File: src/rtl/bridge_arbiter.sv
// Two-master arbiter and single-outstanding transaction sequencer for the system bridge.
// Define BRIDGE_ARB_RR_EN for round-robin tie-breaking; otherwise master 0 has fixed priority.
module bridge_arbiter #(
    parameter int unsigned TIMEOUT = 16
) (
    input  logic        clk,
    input  logic        rst_n,
    input  logic        m0_req,
    input  logic        m0_wen,
    input  logic [31:0] m0_addr,
    input  logic [31:0] m0_wd,
    output logic        m0_ack,
    output logic        m0_err,
    output logic [31:0] m0_rd,
    input  logic        m1_req,
    input  logic        m1_wen,
    input  logic [31:0] m1_addr,
    input  logic [31:0] m1_wd,
    output logic        m1_ack,
    output logic        m1_err,
    output logic [31:0] m1_rd,
    output logic        br_wen,
    output logic [31:0] br_addr,
    output logic [31:0] br_wd,
    input  logic [31:0] br_rd,
    input  logic        br_rdy
);

    localparam int unsigned WD_W = $clog2(TIMEOUT);
    localparam logic [WD_W-1:0] WD_LAST = WD_W'(TIMEOUT - 1);
    localparam logic ST_IDLE = 1'b0;
    localparam logic ST_BUSY = 1'b1;

`ifdef BRIDGE_ARB_RR_EN
    localparam logic RR_EN = 1'b1;
`else
    localparam logic RR_EN = 1'b0;
`endif

    logic            state_q,   state_d;
    logic            owner_q,   owner_d;
    logic            last_q,    last_d;
    logic [WD_W-1:0] wdog_q,    wdog_d;
    logic            br_wen_q,  br_wen_d;
    logic [31:0]     br_addr_q, br_addr_d;
    logic [31:0]     br_wd_q,   br_wd_d;
    logic            m0_ack_q,  m0_ack_d;
    logic            m1_ack_q,  m1_ack_d;
    logic            m0_err_q,  m0_err_d;
    logic            m1_err_q,  m1_err_d;
    logic [31:0]     m0_rd_q,   m0_rd_d;
    logic [31:0]     m1_rd_q,   m1_rd_d;
    logic            grant1;

    // last_q is tracked in both builds; it only steers a tie when round-robin is enabled
    always_comb begin
        grant1 = m1_req & (~m0_req | (RR_EN & ~last_q));
    end

    always_comb begin
        state_d   = state_q;
        owner_d   = owner_q;
        last_d    = last_q;
        wdog_d    = wdog_q;
        br_wen_d  = br_wen_q;
        br_addr_d = br_addr_q;
        br_wd_d   = br_wd_q;
        m0_ack_d  = 1'b0;
        m1_ack_d  = 1'b0;
        m0_err_d  = 1'b0;
        m1_err_d  = 1'b0;
        m0_rd_d   = m0_rd_q;
        m1_rd_d   = m1_rd_q;

        case (state_q)
            ST_IDLE: begin
                br_wen_d = 1'b0;
                if (m0_req | m1_req) begin
                    state_d   = ST_BUSY;
                    owner_d   = grant1;
                    wdog_d    = '0;
                    br_wen_d  = grant1 ? m1_wen  : m0_wen;
                    br_addr_d = grant1 ? m1_addr : m0_addr;
                    br_wd_d   = grant1 ? m1_wd   : m0_wd;
                end
            end
            default: begin
                // br_rdy is checked first so completion beats a coincident watchdog expiry
                if (br_rdy) begin
                    state_d  = ST_IDLE;
                    br_wen_d = 1'b0;
                    last_d   = owner_q;
                    if (owner_q) begin
                        m1_ack_d = 1'b1;
                        m1_rd_d  = br_rd;
                    end else begin
                        m0_ack_d = 1'b1;
                        m0_rd_d  = br_rd;
                    end
                end else if (wdog_q == WD_LAST) begin
                    state_d  = ST_IDLE;
                    br_wen_d = 1'b0;
                    last_d   = owner_q;
                    if (owner_q) begin
                        m1_ack_d = 1'b1;
                        m1_err_d = 1'b1;
                        m1_rd_d  = '0;
                    end else begin
                        m0_ack_d = 1'b1;
                        m0_err_d = 1'b1;
                        m0_rd_d  = '0;
                    end
                end else begin
                    wdog_d = wdog_q + WD_W'(1);
                end
            end
        endcase
    end

    always_ff @(posedge clk or negedge rst_n) begin
        if (!rst_n) begin
            state_q   <= ST_IDLE;
            owner_q   <= 1'b0;
            last_q    <= 1'b1;
            wdog_q    <= '0;
            br_wen_q  <= 1'b0;
            br_addr_q <= '0;
            br_wd_q   <= '0;
            m0_ack_q  <= 1'b0;
            m1_ack_q  <= 1'b0;
            m0_err_q  <= 1'b0;
            m1_err_q  <= 1'b0;
            m0_rd_q   <= '0;
            m1_rd_q   <= '0;
        end else begin
            state_q   <= state_d;
            owner_q   <= owner_d;
            last_q    <= last_d;
            wdog_q    <= wdog_d;
            br_wen_q  <= br_wen_d;
            br_addr_q <= br_addr_d;
            br_wd_q   <= br_wd_d;
            m0_ack_q  <= m0_ack_d;
            m1_ack_q  <= m1_ack_d;
            m0_err_q  <= m0_err_d;
            m1_err_q  <= m1_err_d;
            m0_rd_q   <= m0_rd_d;
            m1_rd_q   <= m1_rd_d;
        end
    end

    assign m0_ack  = m0_ack_q;
    assign m1_ack  = m1_ack_q;
    assign m0_err  = m0_err_q;
    assign m1_err  = m1_err_q;
    assign m0_rd   = m0_rd_q;
    assign m1_rd   = m1_rd_q;
    assign br_wen  = br_wen_q;
    assign br_addr = br_addr_q;
    assign br_wd   = br_wd_q;

endmodule

File: config.mk
export PLATFORM = sky130hd
export DESIGN_NAME = bridge_arbiter
export DESIGN_NICKNAME = d
export VERILOG_FILES = /design/src/rtl/bridge_arbiter.sv
export SDC_FILE = /design/constraint.sdc
export NUM_CORES = 1
export LEC_CHECK = 0
export ABC_CLOCK_PERIOD_IN_PS = 2600
export BUFFER_PORTS_ARGS = -buffer_cell sky130_fd_sc_hd__buf_2
export CAP_MARGIN = 0
export CORE_MARGIN = 2
export CORE_UTILIZATION = 53
export CTS_BUF_LIST = sky130_fd_sc_hd__clkbuf_8
export DETAILED_ROUTE_END_ITERATION = 10
export PLACE_DENSITY = 0.95
export SYNTH_ARGS = -nofsm -noshare
export SYNTH_HDL_FRONTEND = slang
export SYNTH_SLANG_ARGS = --single-unit
File: constraint.sdc
create_clock -name clk -period 2.6 [get_ports clk]
set_clock_uncertainty 0.1 [all_clocks]
set_input_delay 0.52 -clock clk [delete_from_list [all_inputs] [get_ports clk]]
set_output_delay 0.52 -clock clk [all_outputs]
set_load 0.01 [all_outputs]
Word-level counts from Yosys, hierarchy flattened
Index checks and enable logic that the tools add are counted.
{"block": "word_totals", "memories": 0, "word_cells": 63, "latchBits": 0, "mem_bits_rw": 0, "register_bits": 139, "input_bits": 167, "mem_bits_ro": 0}
{"block": "classes", "n_shift": 0, "n_bitwise": 5, "mul": 0, "n_addsub": 1, "muxes": 35, "n_eq_ne": 4, "div": 0, "reduce_logical": 6, "n_lt_le_gt_ge": 0}
{"op": "$mux W32", "count": 10}
{"op": "$mux W1", "count": 21}
{"op": "$mux W4", "count": 4}
{"op": "$reduce_and A3 Y1", "count": 3}
{"op": "$add A4 B1 Y4 const B", "count": 1}
{"op": "$eq A4 B4 Y1 const B", "count": 1}
{"op": "$ne A2 B2 Y1 const B", "count": 2}
{"op": "$reduce_bool A2 Y1", "count": 2}
{"op": "$ne A3 B2 Y1 const B", "count": 1}
{"op": "$not A1 Y1", "count": 3}
{"op": "$reduce_and A2 Y1", "count": 1}
{"op": "$and A1 B1 Y1", "count": 1}
{"op": "$or A1 B1 Y1", "count": 1}

Longest topological paths before layout
{"block": "logic_depth", "word_depth": 5, "mapped_depth": 6}

Least setup slack after synthesis
No wires, ideal clock.
{"block": "synth_timing", "kind": "reg2reg", "from": "register wdog_q[0]", "to": "register wdog_q[2]", "t_arrival_ns": 1.330, "synth_period_minus_slack_ns": 1.551, "setup_slack_ns": 1.049, "stages_incl_launch_ff": 6, "n_path_buf": 1, "setup_time_ns": 0.122, "t_required_ns": 2.378, "path_cell_list": "dfrtp_1 > ha_1 > and3_1 > buf_6 > nand2b_1 > a32o_1"}
{"block": "synth_via", "elab_chain_len": 4}
{"element": "start: declaration", "line": "43", "source": "logic [WD_W-1:0] wdog_q, wdog_d;"}
{"element": "start signal: assignment", "line": "139", "source": "wdog_q <= wdog_d;"}
{"element": "$add A4 B1 Y4", "line": "114", "source": "wdog_d = wdog_q + WD_W'(1);"}
{"element": "$mux W4", "line": "100", "source": "end else if (wdog_q == WD_LAST) begin"}
{"element": "$mux W4", "line": "89", "source": "if (br_rdy) begin"}
{"element": "$mux W4", "line": "75", "source": "case (state_q)"}
Parallel ways exist; a longest one is shown, timed or not. The select of a mux whose other input is x is not followed.
A chain may end at the register's enable or synchronous reset.

Worst setup path in the final report
{"block": "layout_timing", "from": "register wdog_q[0]", "to": "register m0_rd_q[13], in the netlist m0_rd[13]"}
{"block": "layout_via", "elab_chain_len": 3}
{"element": "$eq A4 B4 Y1", "line": "100"}
{"element": "$reduce_bool A2 Y1 (no line)"}
{"element": "$reduce_and A3 Y1 (no line)"}
{"element": "end signal: assignment", "line": "147", "source": "m0_rd_q <= m0_rd_d;"}
{"element": "end: declaration", "line": "51", "source": "logic [31:0] m0_rd_q, m0_rd_d;"}
No other way between the ends.

==> metrics.csv <==
metric,value,unit
tritoncts,built,
avgViaCountPerCell,5.99,
path_cells,"ha_1, and3_1, o21ai_4, buf_4, a32o_1",
grt_pass1_vias,5749,
syn_inst,558,
syn_nets,726,
syn_avg_cell_area,12.1,µm²
tns,0,ns
path_class,register to register,
clock-sinks,139,
die_w,117,µm
clkPwrFrac,19.1,%
die_area,13600,µm²
path_clk_slew,0.08,ns
max-cap-violations,0,
wirelength,19200,µm
overflow,0,
power_switching,3.45,mW
grt_usage,27.5,%
clockRootBuffer,clkbuf_8,
core_area,12500,µm²
synth-edff-count,0,
antenna_found_initial,3,
drive_above_1_share,49.6,%
fin_crit,1.89,ns
peakVddDrop,561,µV
hp-start,m0_addr[10],
path_max_fanout,33,
p_leak,4.08,nW
drc,0,
grt_max_degree,66,
dr.pass1.iters,5,
max_freq,530,MHz
whs_endpoint,br_addr[10],
rr_worst_depth,5,
nets,998,
max_stage_delay,0.42,ns
grt_pass1_wl,28800,µm
io_pins,300,
status,"finished, final reports clean",
combPwrFrac,39.4,%
cp_slowest_cell,dfrtp_1,
fillers,894,
arrival,2.15,ns
dp_hpwl,13500,µm
yosysWarningCount,0,
postSynth.asyncResetShare,100,%
clk_latency,0.43,ns
r2r_start,wdog_q[0],
swShare,37.4,%
area_growth,27.7,%
die_h,117,µm
min_path_cells,3,
yosysUniqueCellTypes,34,
power_density,1070,nW/µm²
maxSlewHeadroom,57.6,%
synth_ff_type,dfrtp_1,
clockBufferDepth,2,
num_vias,6093,
cts_buffers,17,
drtIter0Drc,613,
dp_cells,982,
rows,41,
ys_seq_elements,139,
final_hold_viol_count,0,
holdCritPathClass,input port to register,
final_cell_mix,"buf_2, dfrtp_1, a32o_1",
fin_cells,1017,
rsz0062_at_grt,no,
end_kind,register,
p_int,5.77,mW
gp_congestion,0.822,
syn_area,6730,µm²
report.final.slew_viol_count,0,
yosysSeqAreaShare,51.7,%
port_buffers,299,
htree_levels,4,
setup_viol,0,
regToRegEndpoint,m0_rd[13],
finalCritPeriodShare,72.6,%
route.antenna.remaining_nets,0,
final_common_cell,buf_2,
postCtsSetupRepairBufs,0,
worstMarginPinSlew,0.636,ns
start_util,53.8,%
seqPwrFrac,41.5,%
r2r_slack,0.71,ns
required,2.86,ns
cp-start-kind,register,
wl_per_cell,18.9,µm
==> logic make-up (layout without fill, tap and decap cells) <==
logic type	Yosys count	count (layout)	share of synthesized area, %
compound gates	267	267	35.6
fa+ha+maj	1	1	0.186
buf+inv	69	354	7.16
flops	139	139	51.7
mux	2	2	0.316
other cells	0	2	0
simple gates	80	80	5.06
==> flip-flops by register name (all words and copies together), names as in the netlist <==
signal	cells
br_wd	32
state_q	1
m1_rd	32
owner_q	1
m0_rd	32
m0_err	1
br_wen	1
wdog_q	4
m1_ack	1
m1_err	1
m0_ack	1
br_addr	32
==> cell usage after synthesis (2+ instances only) <==
cell | number | share of area (%)
a2bb2oi_1 | 62 | 8.1
and3_1 | 2 | 0.19
nor2_1 | 4 | 0.22
o21ai_0 | 6 | 0.45
buf_4 | 9 | 1.0
a22oi_2 | 50 | 9.3
o21ai_1 | 47 | 3.5
buf_12 | 5 | 1.5
dfrtp_1 | 139 | 52
nand2b_1 | 2 | 0.19
clkbuf_1 | 14 | 0.78
o21ai_4 | 2 | 0.48
o21ai_2 | 14 | 1.8
buf_2 | 26 | 1.9
nand2_1 | 64 | 3.6
inv_1 | 4 | 0.22
nor2b_1 | 3 | 0.28
a22oi_1 | 16 | 1.8
a32o_1 | 65 | 9.7
buf_6 | 10 | 1.7
==> power by group through the flow <==
stage               sequential, mW  clock [mW]  combinational, mW
global route                  3.94        1.89               3.96
finish                        3.83        1.76               3.63
detailed placement            3.84           0               3.64
floorplan                     4.15           0               1.89
CTS                           3.81        1.79               3.65
global placement              3.79           0               3.50
==> worst max-delay path, delay by kind of cell, from the launching register on <==
kind,cells,cell delay [ns]
AOI/OAI and AO/OA,2,0.37
DFF,1,0.42
buffers and inverters,1,0.36
adders and majority gates,1,0.25
and+or+nand+nor,1,0.30
==> worst max path at each step <==
stage / slack [ns] / to / start
3_3_place_gp: 0.65 / br_wd[25] / m0_req
3_5_place_dp: 0.63 / br_wd[25] / m0_req
6_report: 0.71 / m0_rd[13] / wdog_q[0]
4_1_cts: 0.72 / m0_rd[13] / wdog_q[0]
5_1_grt: 0.64 / m1_rd[8] / wdog_q[0]
2_1_floorplan: 1.05 / wdog_q[2] / wdog_q[0]
==> per-layer routing <==
layer / GRT usage (%) / wire length (µm) / up-vias
li1: - / - / 2723
met1: 33.2 / 7260 / 2965
met2: 44.8 / 9640 / 346
met3: 8.41 / 1640 / 57
met4: 13.7 / 625 / 2
met5: 0 / 13 / -
==> what timing repair did <==
| action | 4_1_cts | 5_1_grt |
|---|---|---|
| hold buffers | 1 | 0 |
| hold endpoints to repair | 51 | 0 |
| gates resized for setup | 0 | 0 |
==> stage by stage <==
step / hold slack, ns / setup WS (ns) / utilization [%] / cell area [µm²] / power, mW
2_1_floorplan: 0.124 / 1.05 / - / 6730 / 6.04
3_3_place_gp: 0.368 / 0.655 / 65.3 / 8180 / 7.29
3_5_place_dp: 0.376 / 0.630 / 65.3 / 8180 / 7.48
4_1_cts: 0.169 / 0.723 / 68.6 / 8590 / 9.25
5_1_grt: 0.168 / 0.636 / 68.7 / 8600 / 9.80
6_report: 0.202 / 0.712 / 68.7 / 8600 / 9.22
==> area by class of cell <==
class                      count  area, µm²  area share (%)
sequential                   139       3480            40.5
multi-input combinational    350       2770            32.2
timing repair buffer         317       1700            19.8
clock buffer                  19        262            3.04
tap                          172        215            2.50
clock inverter                13        141            1.64
inverter                       5       18.8           0.218
antenna                        2       5.00          0.0582
No activity file was read; power rests on OpenSTA's default activity.
